--- config.mk ---
export PLATFORM = sky130hd
export DESIGN_NAME = instr_fetch_unit_flat
export DESIGN_NICKNAME = d
export VERILOG_FILES = /design/src/rtl/instr_fetch_unit_if.sv /design/src/rtl/instr_fetch_unit.sv /design/src/flat_wrapper.sv
export SDC_FILE = /design/constraint.sdc
export NUM_CORES = 1
export LEC_CHECK = 0
export BUFFER_PORTS_ARGS = -buffer_cell sky130_fd_sc_hd__buf_2
export CAP_MARGIN = 20
export CORE_MARGIN = 5
export CORE_UTILIZATION = 35
export CTS_CLUSTER_SIZE = 25
export DETAILED_ROUTE_END_ITERATION = 8
export PLACE_DENSITY = 0.53
export SETUP_SLACK_MARGIN = 0.2
export SKIP_LAST_GASP = 1
export SYNTH_ARGS = -nofsm -noshare
export SYNTH_HDL_FRONTEND = slang
export SYNTH_SLANG_ARGS = --single-unit
export TNS_END_PERCENT = 100
--- constraint.sdc ---
create_clock -name clk -period 10.05 [get_ports clk]
set_input_delay 0.5025 -clock clk [delete_from_list [all_inputs] [get_ports clk]]
set_output_delay 0.5025 -clock clk [all_outputs]
set_load 0.05 [all_outputs]
--- src/rtl/instr_fetch_unit_if.sv ---
// Fetch-unit bundle: PC feedback, imem request/response channel and decode-side buffer head.
interface instr_fetch_unit_if #(
  parameter int unsigned size = 32
);
  logic [size-1:0] pc;
  logic            branch;
  logic [size-1:0] pc_4;
  logic            imem_req_valid;
  logic            imem_req_ready;
  logic [size-1:0] imem_addr;
  logic            imem_rsp_valid;
  logic [size-1:0] imem_rsp_data;
  logic            id_valid;
  logic            id_ready;
  logic [size-1:0] id_instr;
  logic [size-1:0] id_pc;

  // Fetch-unit view
  modport master (
    input  pc, branch, imem_req_ready, imem_rsp_valid, imem_rsp_data, id_ready,
    output pc_4, imem_req_valid, imem_addr, id_valid, id_instr, id_pc
  );

  // Environment view (PC register, instruction memory, decode)
  modport slave (
    output pc, branch, imem_req_ready, imem_rsp_valid, imem_rsp_data, id_ready,
    input  pc_4, imem_req_valid, imem_addr, id_valid, id_instr, id_pc
  );
endinterface

--- src/rtl/instr_fetch_unit.sv ---
// Instruction fetch unit: issues credit-limited imem requests for the current pc,
// pairs in-order responses with their request pc and buffers them for decode.
// A taken branch flushes the buffer and discards responses still in flight.
module instr_fetch_unit #(
  parameter int unsigned size      = 32,
  parameter int unsigned BUF_DEPTH = 2
) (
  input logic                clk,
  input logic                reset,
  instr_fetch_unit_if.master bus
);
  localparam int unsigned PTR_W = (BUF_DEPTH > 1) ? $clog2(BUF_DEPTH) : 1;
  localparam int unsigned CNT_W = PTR_W + 1;
  localparam int unsigned SUM_W = CNT_W + 1;

  typedef enum logic [1:0] {S_IDLE, S_RUN, S_DRAIN} state_e;

  state_e             state_q, state_d;
  logic [CNT_W-1:0]   out_q, out_d;
  logic [CNT_W-1:0]   occ_q, occ_d;
  logic [CNT_W-1:0]   drop_q, drop_d;
  logic [PTR_W-1:0]   rd_q, rd_d, wr_q, wr_d;
  logic [PTR_W-1:0]   tag_rd_q, tag_rd_d, tag_wr_q, tag_wr_d;

  logic [size-1:0]    buf_pc_q    [BUF_DEPTH];
  logic [size-1:0]    buf_instr_q [BUF_DEPTH];
  logic [size-1:0]    tag_pc_q    [BUF_DEPTH];

  logic [SUM_W-1:0]   inflight;
  logic               req_valid;
  logic               accept;
  logic               rsp_ok;
  logic               stale;
  logic               push;
  logic               pop;
  logic               head_valid;

  assign inflight   = SUM_W'(out_q) + SUM_W'(occ_q);
  assign head_valid = (occ_q != '0);

  // Handshake qualification; responses with nothing outstanding are ignored
  always_comb begin
    req_valid = (state_q == S_RUN) && !bus.branch && (inflight < SUM_W'(BUF_DEPTH));
    accept    = req_valid && bus.imem_req_ready;
    rsp_ok    = bus.imem_rsp_valid && (out_q != '0);
    stale     = bus.branch || (state_q == S_DRAIN);
    push      = rsp_ok && !stale;
    pop       = head_valid && bus.id_ready;
  end

  // State, counters and queue pointers
  always_ff @(posedge clk or negedge reset) begin
    if (!reset) begin
      state_q  <= S_IDLE;
      out_q    <= '0;
      occ_q    <= '0;
      drop_q   <= '0;
      rd_q     <= '0;
      wr_q     <= '0;
      tag_rd_q <= '0;
      tag_wr_q <= '0;
    end else begin
      state_q  <= state_d;
      out_q    <= out_d;
      occ_q    <= occ_d;
      drop_q   <= drop_d;
      rd_q     <= rd_d;
      wr_q     <= wr_d;
      tag_rd_q <= tag_rd_d;
      tag_wr_q <= tag_wr_d;
    end
  end

  // Next-state: FSM, outstanding/occupancy bookkeeping and branch flush
  always_comb begin
    state_d  = state_q;
    out_d    = out_q + CNT_W'(accept) - CNT_W'(rsp_ok);
    occ_d    = occ_q + CNT_W'(push) - CNT_W'(pop);
    drop_d   = drop_q;
    rd_d     = pop  ? rd_q + PTR_W'(1) : rd_q;
    wr_d     = push ? wr_q + PTR_W'(1) : wr_q;
    tag_rd_d = push   ? tag_rd_q + PTR_W'(1) : tag_rd_q;
    tag_wr_d = accept ? tag_wr_q + PTR_W'(1) : tag_wr_q;

    if (bus.branch) begin
      occ_d    = '0;
      rd_d     = '0;
      wr_d     = '0;
      tag_rd_d = '0;
      tag_wr_d = '0;
    end

    case (state_q)
      S_IDLE: state_d = S_RUN;
      S_RUN: begin
        if (bus.branch && (out_d != '0)) begin
          state_d = S_DRAIN;
          drop_d  = out_d;
        end
      end
      S_DRAIN: begin
        if (rsp_ok) begin
          drop_d = drop_q - CNT_W'(1);
          if (drop_q == CNT_W'(1)) state_d = S_RUN;
        end
      end
      default: state_d = S_IDLE;
    endcase
  end

  // Tag queue and fetch buffer storage (contents qualified by pointers/occupancy)
  always_ff @(posedge clk) begin
    if (accept) tag_pc_q[tag_wr_q] <= bus.pc;
    if (push) begin
      buf_pc_q[wr_q]    <= tag_pc_q[tag_rd_q];
      buf_instr_q[wr_q] <= bus.imem_rsp_data;
    end
  end

  assign bus.imem_req_valid = req_valid;
  assign bus.imem_addr      = {bus.pc[size-1:2], 2'b00};
  assign bus.pc_4           = accept ? bus.pc + size'(4) : bus.pc;
  assign bus.id_valid       = head_valid;
  assign bus.id_pc          = head_valid ? buf_pc_q[rd_q]    : '0;
  assign bus.id_instr       = head_valid ? buf_instr_q[rd_q] : '0;
endmodule

--- src/flat_wrapper.sv ---
// flat-port wrapper written by rule: the top's interface ports become plain ports
module instr_fetch_unit_flat 
#(
  parameter int unsigned size      = 32,
  parameter int unsigned BUF_DEPTH = 2
)
  (clk, reset, bus_pc, bus_branch, bus_imem_req_ready, bus_imem_rsp_valid, bus_imem_rsp_data, bus_id_ready, bus_pc_4, bus_imem_req_valid, bus_imem_addr, bus_id_valid, bus_id_instr, bus_id_pc);
  instr_fetch_unit_if #(.size(size)) bus_i ();
  input logic clk;
  input logic reset;
  input wire logic [$bits(bus_i.pc)-1:0] bus_pc;
  input wire logic [$bits(bus_i.branch)-1:0] bus_branch;
  input wire logic [$bits(bus_i.imem_req_ready)-1:0] bus_imem_req_ready;
  input wire logic [$bits(bus_i.imem_rsp_valid)-1:0] bus_imem_rsp_valid;
  input wire logic [$bits(bus_i.imem_rsp_data)-1:0] bus_imem_rsp_data;
  input wire logic [$bits(bus_i.id_ready)-1:0] bus_id_ready;
  output wire logic [$bits(bus_i.pc_4)-1:0] bus_pc_4;
  output wire logic [$bits(bus_i.imem_req_valid)-1:0] bus_imem_req_valid;
  output wire logic [$bits(bus_i.imem_addr)-1:0] bus_imem_addr;
  output wire logic [$bits(bus_i.id_valid)-1:0] bus_id_valid;
  output wire logic [$bits(bus_i.id_instr)-1:0] bus_id_instr;
  output wire logic [$bits(bus_i.id_pc)-1:0] bus_id_pc;
  assign bus_i.pc = bus_pc;
  assign bus_i.branch = bus_branch;
  assign bus_i.imem_req_ready = bus_imem_req_ready;
  assign bus_i.imem_rsp_valid = bus_imem_rsp_valid;
  assign bus_i.imem_rsp_data = bus_imem_rsp_data;
  assign bus_i.id_ready = bus_id_ready;
  assign bus_pc_4 = bus_i.pc_4;
  assign bus_imem_req_valid = bus_i.imem_req_valid;
  assign bus_imem_addr = bus_i.imem_addr;
  assign bus_id_valid = bus_i.id_valid;
  assign bus_id_instr = bus_i.id_instr;
  assign bus_id_pc = bus_i.id_pc;
  instr_fetch_unit #(.size(size), .BUF_DEPTH(BUF_DEPTH)) u_core (.clk(clk), .reset(reset), .bus(bus_i));
endmodule
======== Yosys cells after proc, flatten, opt, wreduce, memory -nomap -nowiden ========
Memories as Yosys holds them, arrays and structs flattened.
Cells that the tools add are included.
W data, S select, Z words.
storage, ports and cells
  register bits ........................... 12
  RAM bits ................................ 192
  bits of input ports ..................... 70
  output and inout bits ................... 130
  logic and storage cells ................. 72
  memories kept ........................... 3
cells by class
  add/sub/neg operators ................... 11
  $lt $le $gt $ge ......................... 1
  equality and inequality tests ........... 6
  mux-type cells .......................... 23
  reductions and logical operators ........ 20
memories
  memory              depth  bits a word  read ports  clocked after memory_dff  write ports  line                    RTL
  u_core.buf_instr_q  2      32           1           0                         1            instr_fetch_unit.sv:26  logic [size-1:0] buf_instr_q [BUF_DEPTH];
  u_core.buf_pc_q     2      32           1           0                         1            instr_fetch_unit.sv:25  logic [size-1:0] buf_pc_q [BUF_DEPTH];
  u_core.tag_pc_q     2      32           1           0                         1            instr_fetch_unit.sv:27  logic [size-1:0] tag_pc_q [BUF_DEPTH];
operators by type and width
  kind                     count
  $mux W32                 3
  $add A32 B3 Y32 const B  1
  $reduce_bool A2 Y1       7
  $mux W1                  12
  $mux W2                  6
  $logic_and A1 B1 Y1      7
  $pmux W2 S3              1
  $reduce_and A3 Y1        2
  $add A1 B1 Y1 const B    4
  $add A2 B1 Y2            2
  $eq A2 B1 Y1 const B     2
  $ne A2 B2 Y1 const B     2
  $pmux W2 S2              1
  $sub A2 B1 Y2            2
  $add A2 B2 Y3            1
  $lt A3 B2 Y1 const B     1
  $eq A2 B2 Y1 const B     1
  $logic_not A1 Y1         2
  $logic_not A2 Y1         1
  $ne A2 B1 Y1 const B     1
  $sub A2 B1 Y2 const B    1
  $logic_or A1 B1 Y1       1

======== Logic depth before layout (Yosys ltp) ========
  depth after elaboration ................. 10
  gate-level depth with buffers ........... 11
  depth with buffers taken out ............ 11

======== Least setup slack after synthesis ========
Ideal clock, no wire load.
  path type ............................... input to register
  start point ............................. in bus_imem_rsp_valid
  end point ............................... mem u_core.buf_instr_q[0][0] (enable)
  library setup time ...................... 565 ps
  arrival ................................. 5,168 ps
  data required time ...................... 9,485 ps
  setup slack ............................. 4,317 ps
  cell stages on the path ................. 3
  buffers on the path ..................... 0
  cell sequence ........................... o21a_1 nand2_1 nor3_1
between the ends
  cells in the longest elaborated chain, start to end .. 4
ends and longest elaborated chain
  element                        line                     RTL
  start, declared                flat_wrapper.sv:14       input wire logic [$bits(bus_i.imem_rsp_valid)-1:0] bus_imem_rsp_valid;
  $logic_and A1 B1 Y1            instr_fetch_unit.sv:45   rsp_ok = bus.imem_rsp_valid && (out_q != '0);
  $logic_and A1 B1 Y1            instr_fetch_unit.sv:47   push = rsp_ok && !stale;
  $mux W1                        instr_fetch_unit.sv:114  if (push) begin
  $mux W1 (not written as such)  instr_fetch_unit.sv:116  buf_instr_q[wr_q] <= bus.imem_rsp_data;
  end, declared                  instr_fetch_unit.sv:26
Every way passes these cells.

======== Final worst setup path ========
  start point ............................. reg u_core.occ_q[0]
  end point ............................... out bus_pc_4[6]
between the ends
  cells in the longest elaborated chain, start to end .. 5
ends and longest elaborated chain
  element                 line                     RTL
  start, declared         instr_fetch_unit.sv:20   logic [CNT_W-1:0] occ_q, occ_d;
  start signal, assigned  instr_fetch_unit.sv:56   occ_q <= '0;
  start signal, assigned  instr_fetch_unit.sv:65   occ_q <= occ_d;
  $add A2 B2 Y3           instr_fetch_unit.sv:38   assign inflight = SUM_W'(out_q) + SUM_W'(occ_q);
  $lt A3 B2 Y1            instr_fetch_unit.sv:43   req_valid = (state_q == S_RUN) && !bus.branch && (inflight < SUM_W'(BUF_DEPTH));
  $logic_and A1 B1 Y1     instr_fetch_unit.sv:43
  $logic_and A1 B1 Y1     instr_fetch_unit.sv:44   accept = req_valid && bus.imem_req_ready;
  $mux W32                instr_fetch_unit.sv:122  assign bus.pc_4 = accept ? bus.pc + size'(4) : bus.pc;
  end, declared           flat_wrapper.sv:17       output wire logic [$bits(bus_i.pc_4)-1:0] bus_pc_4;
Every way passes these cells.

==> impl_results.md <==
* Syn_area_per_cell at 15.3 um^2
* Area of the mapped netlist at 0.00869 mm^2
* Met2 global-route usage at between 20% and 30%
* Core Area at 0.0244 mm^2
* Yosys top cell area share at between 60% and 70%
* Synthesized-area fraction occupied by adder cells at 1.09%
* DR vias/cell at around 4.8
* Detailed placement HPWL at ~13000 um
* Top Usage Layer GRT: met2
* Synth Area in XOR/XNOR at 3.80%
* First-pass GRT wire length at 31600 um
* Die W at between 150 and 200 um
* Overall Global Routing Usage at 14.1%
* Min-delay src: bus_imem_rsp_data[6]
* Layout area overhead at 21.3%
* Critical Path RT at 9.55 ns
* Post CTS Setup Buffer Count at 0
* Initial Utilization at 35.6%
* Final setup margin at 6.40 ns
* Cts bufs inserted at 23
* Routed WL at 20500 um
* Worst VDD drop at between 0.1 and 0.15 mV
* Yosys warning total at 0
* Worst Setup End Kind: primary output
* Chip height at 168 um
* Top-count cell post-synth: edfxtp_1
* Die area at 0.0281 mm^2
* Largest net degree at the start of global routing at between 60 and 70
* Vias in the first global route at ~5500
* Max-cap viol count at 0
* Setup WS pre-CTS at 6.92 ns
* Worst-path maximum fanout at 12
* Max Transition Viols Final at 0
* TritonRoute pass-1 iters at 4
* Pleak at 3.96 nW
* Remaining antenna violation count at 0
* # clock sinks at 204
* Synth Flop Type: edfxtp_1
* Met3 Usage GRT at between 2 and 3%
* Synthesis-stage register bit count at 204
* Hold WC Path Type: in -> reg
* Worst-skew pair later-pin latency at 0.50 ns
* Post-CTS sizing at 0
* Initial antenna violation count at 0
* Vias after detailed routing at 5146
* Worst setup SP type: flip-flop
* Power Dens Cells at 282 mW/mm^2
* Slowest CP cell: and3_1
* Worst Setup SP: u_core.occ_q[0]$_DFF_PN0_
* Crit-path cells: inv_1 -> nor2_1 -> fa_1 -> nor2_1 -> and3_1 -> and3_1 -> xor2_1 -> buf_2
* Post-route setup TNS at 0 ns
* Root buf cell: clkbuf_16
* Iter 0 DRT Violations at 245
* Diode count at 0
* Mapped Cells at 567
* Fill count at between 2000 and 2500
* Shortest period the worst path allows at 3.65 ns
* DRC errors left at 0
* Final #Nets at just over 800
* Dpl cells at 1037
* Clk buf depth at 3
* Max Clk Rate at around 270 MHz
* Final Power at slightly below 3 mW
* Top cells by instance count after synthesis: edfxtp_1, nor2_1, mux2i_1
* Seq/Total Area, Yosys at 69.8%
* Largest family of logic cells by synthesized area: multiplexers
* Gpl congestion at 0.800
* Asr flop ratio synth at 5.88%
* WL/cell at 19.0 um
* Synth area leader: edfxtp_1
* Met1 Use GR at 18.5%
* CTS H-tree depth at 1
* Worst-path clk slew at 0.06 ns
* Endpoints failing hold at 0
* Synth cell types at 37
* Worst-Margin Slew at 1.02 ns
* Status: finished, final reports clean
* Post-synthesis mux area share at between 10% and 20%
* Worst Skew at approximately 0.012 ns
* Ports at 200
* Simple-gate portion of the synthesized area at 8.64%
* Setup Crit Path Kind: reg -> out
* R2R Path Start: u_core.occ_q[0]$_DFF_PN0_
* CP peak stage delay at 0.56 ns
* GR Overflow Total at 0
* Hold-fix buffers at CTS at 1
* Area fraction in compound gates after synthesis at less than 1%
* Post-synth EDFFs at 192
* Final setup vio count at 0
* Worst Path Arrival at 3.15 ns
* Rows at 57
* Non-filler instance count after layout at 1078
* CTS tree: done
* Port Buffers at around 200
* Tcrit/Tclk final at a little over a third
* Top cells by area, synth: edfxtp_1, mux2i_1, mux2_2
* Relative max-transition margin at 31.3%
* RSZ-0062 raised after global routing: false
* Share of cells above drive strength 1 at 36.7%
-- worst paths after layout --
kind                                                 endpoint  slack (ns)  depth (start not counted)
max in group asynchronous             u_core.rd_q$_DFFE_PN0P_        9.36                          2
setup / recovery                                  bus_pc_4[6]        6.40                          8
hold / removal             u_core.buf_instr_q[1][6]$_DFFE_PP_        0.20                          1
hold reg to reg                  u_core.drop_q[1]$_DFFE_PN0P_        0.53                          2
min in group asynchronous        u_core.drop_q[0]$_DFFE_PN0P_        0.42                          2
setup reg to reg                 u_core.drop_q[1]$_DFFE_PN0P_        6.95                         11
-- per-layer routing --
| metal | up-vias | share of wire, % |
|---|---|---|
| li1 | 2409 | - |
| met1 | 2527 | 44 |
| met2 | 173 | 48 |
| met3 | 37 | 5.8 |
| met4 | 0 | 2.0 |
| met5 | - | 0 |
-- cell type report --
cell class	count	area, um^2	share of cell area [%]
clock inverter	11	110	1.04
tap	324	405	3.85
sequential	204	6070	57.6
inverter	7	26.3	0.249
timing repair buffer	202	1050	9.92
clock buffer	28	604	5.73
multi-input combinational	302	2280	21.6
-- registers in the layout, summed over array words and instances, names as in the netlist --
signal	cells
u_core.tag_wr_q	1
u_core.buf_pc_q	64
u_core.drop_q	2
u_core.rd_q	1
u_core.occ_q	2
u_core.state_q	2
u_core.tag_rd_q	1
u_core.out_q	2
u_core.tag_pc_q	64
u_core.wr_q	1
u_core.buf_instr_q	64
-- worst max-delay path, delay by kind of cell, from the launching register on --
family | cells | cell delay [ns]
XOR/XNOR | 1 | 0.22
adder cells (fa/ha/maj) | 1 | 0.45
AND/OR/NAND/NOR | 4 | 1.22
flip-flops | 1 | 0.40
buffers and inverters | 2 | 0.38
-- power breakdown --
group / total [mW] / switching [mW] / internal (mW)
Sequential: 1.14 / 0.0767 / 1.07
Clock: 0.799 / 0.322 / 0.478
Combinational: 1.03 / 0.747 / 0.280
Total: 2.97 / 1.15 / 1.83
-- stage by stage --
step                area [um^2]  utilization (%)  hold WS [ns]
global placement           9790             40.1         0.396
finish                    10500             43.2         0.200
detailed placement         9790             40.1         0.405
global route              10500             43.2         0.178
floorplan                  8690                -         0.207
CTS                       10500             43.1         0.171
-- cells by family (layout without fill, tap and decap cells) --
group / count (synthesis) / after routing
flip-flops: 204 / 204
AND/OR/NAND/NOR: 151 / 151
multiplexers: 98 / 98
buffers and inverters: 62 / 248
XOR/XNOR: 36 / 36
AO/OA/AOI/OAI: 8 / 8
adder cells (fa/ha/maj): 7 / 7
other: 1 / 2
-- placed cells by master (no fill, tap or decap), types with 3 or more instances in the layout --
| cell type | Yosys | final |
|---|---|---|
| clkbuf_16 | 0 | 23 |
| clkinv_2 | 0 | 4 |
| and3_1 | 9 | 8 |
| o21ai_0 | 3 | 3 |
| mux2_2 | 32 | 32 |
| buf_4 | 34 | 3 |
| nand2_1 | 14 | 14 |
| mux2i_1 | 66 | 66 |
| nand3_1 | 9 | 9 |
| clkinv_1 | 0 | 3 |
| nand4_1 | 15 | 15 |
| and2_1 | 4 | 3 |
| and4_1 | 3 | 3 |
| edfxtp_1 | 192 | 192 |
| clkbuf_1 | 8 | 4 |
| nand4b_1 | 4 | 4 |
| xnor2_1 | 26 | 26 |
| buf_2 | 8 | 197 |
| inv_1 | 7 | 7 |
| dfrtp_1 | 12 | 10 |
| nor2_1 | 80 | 78 |
| xor2_1 | 9 | 9 |
| ha_1 | 6 | 6 |
Power figures use the tool's default switching activity.
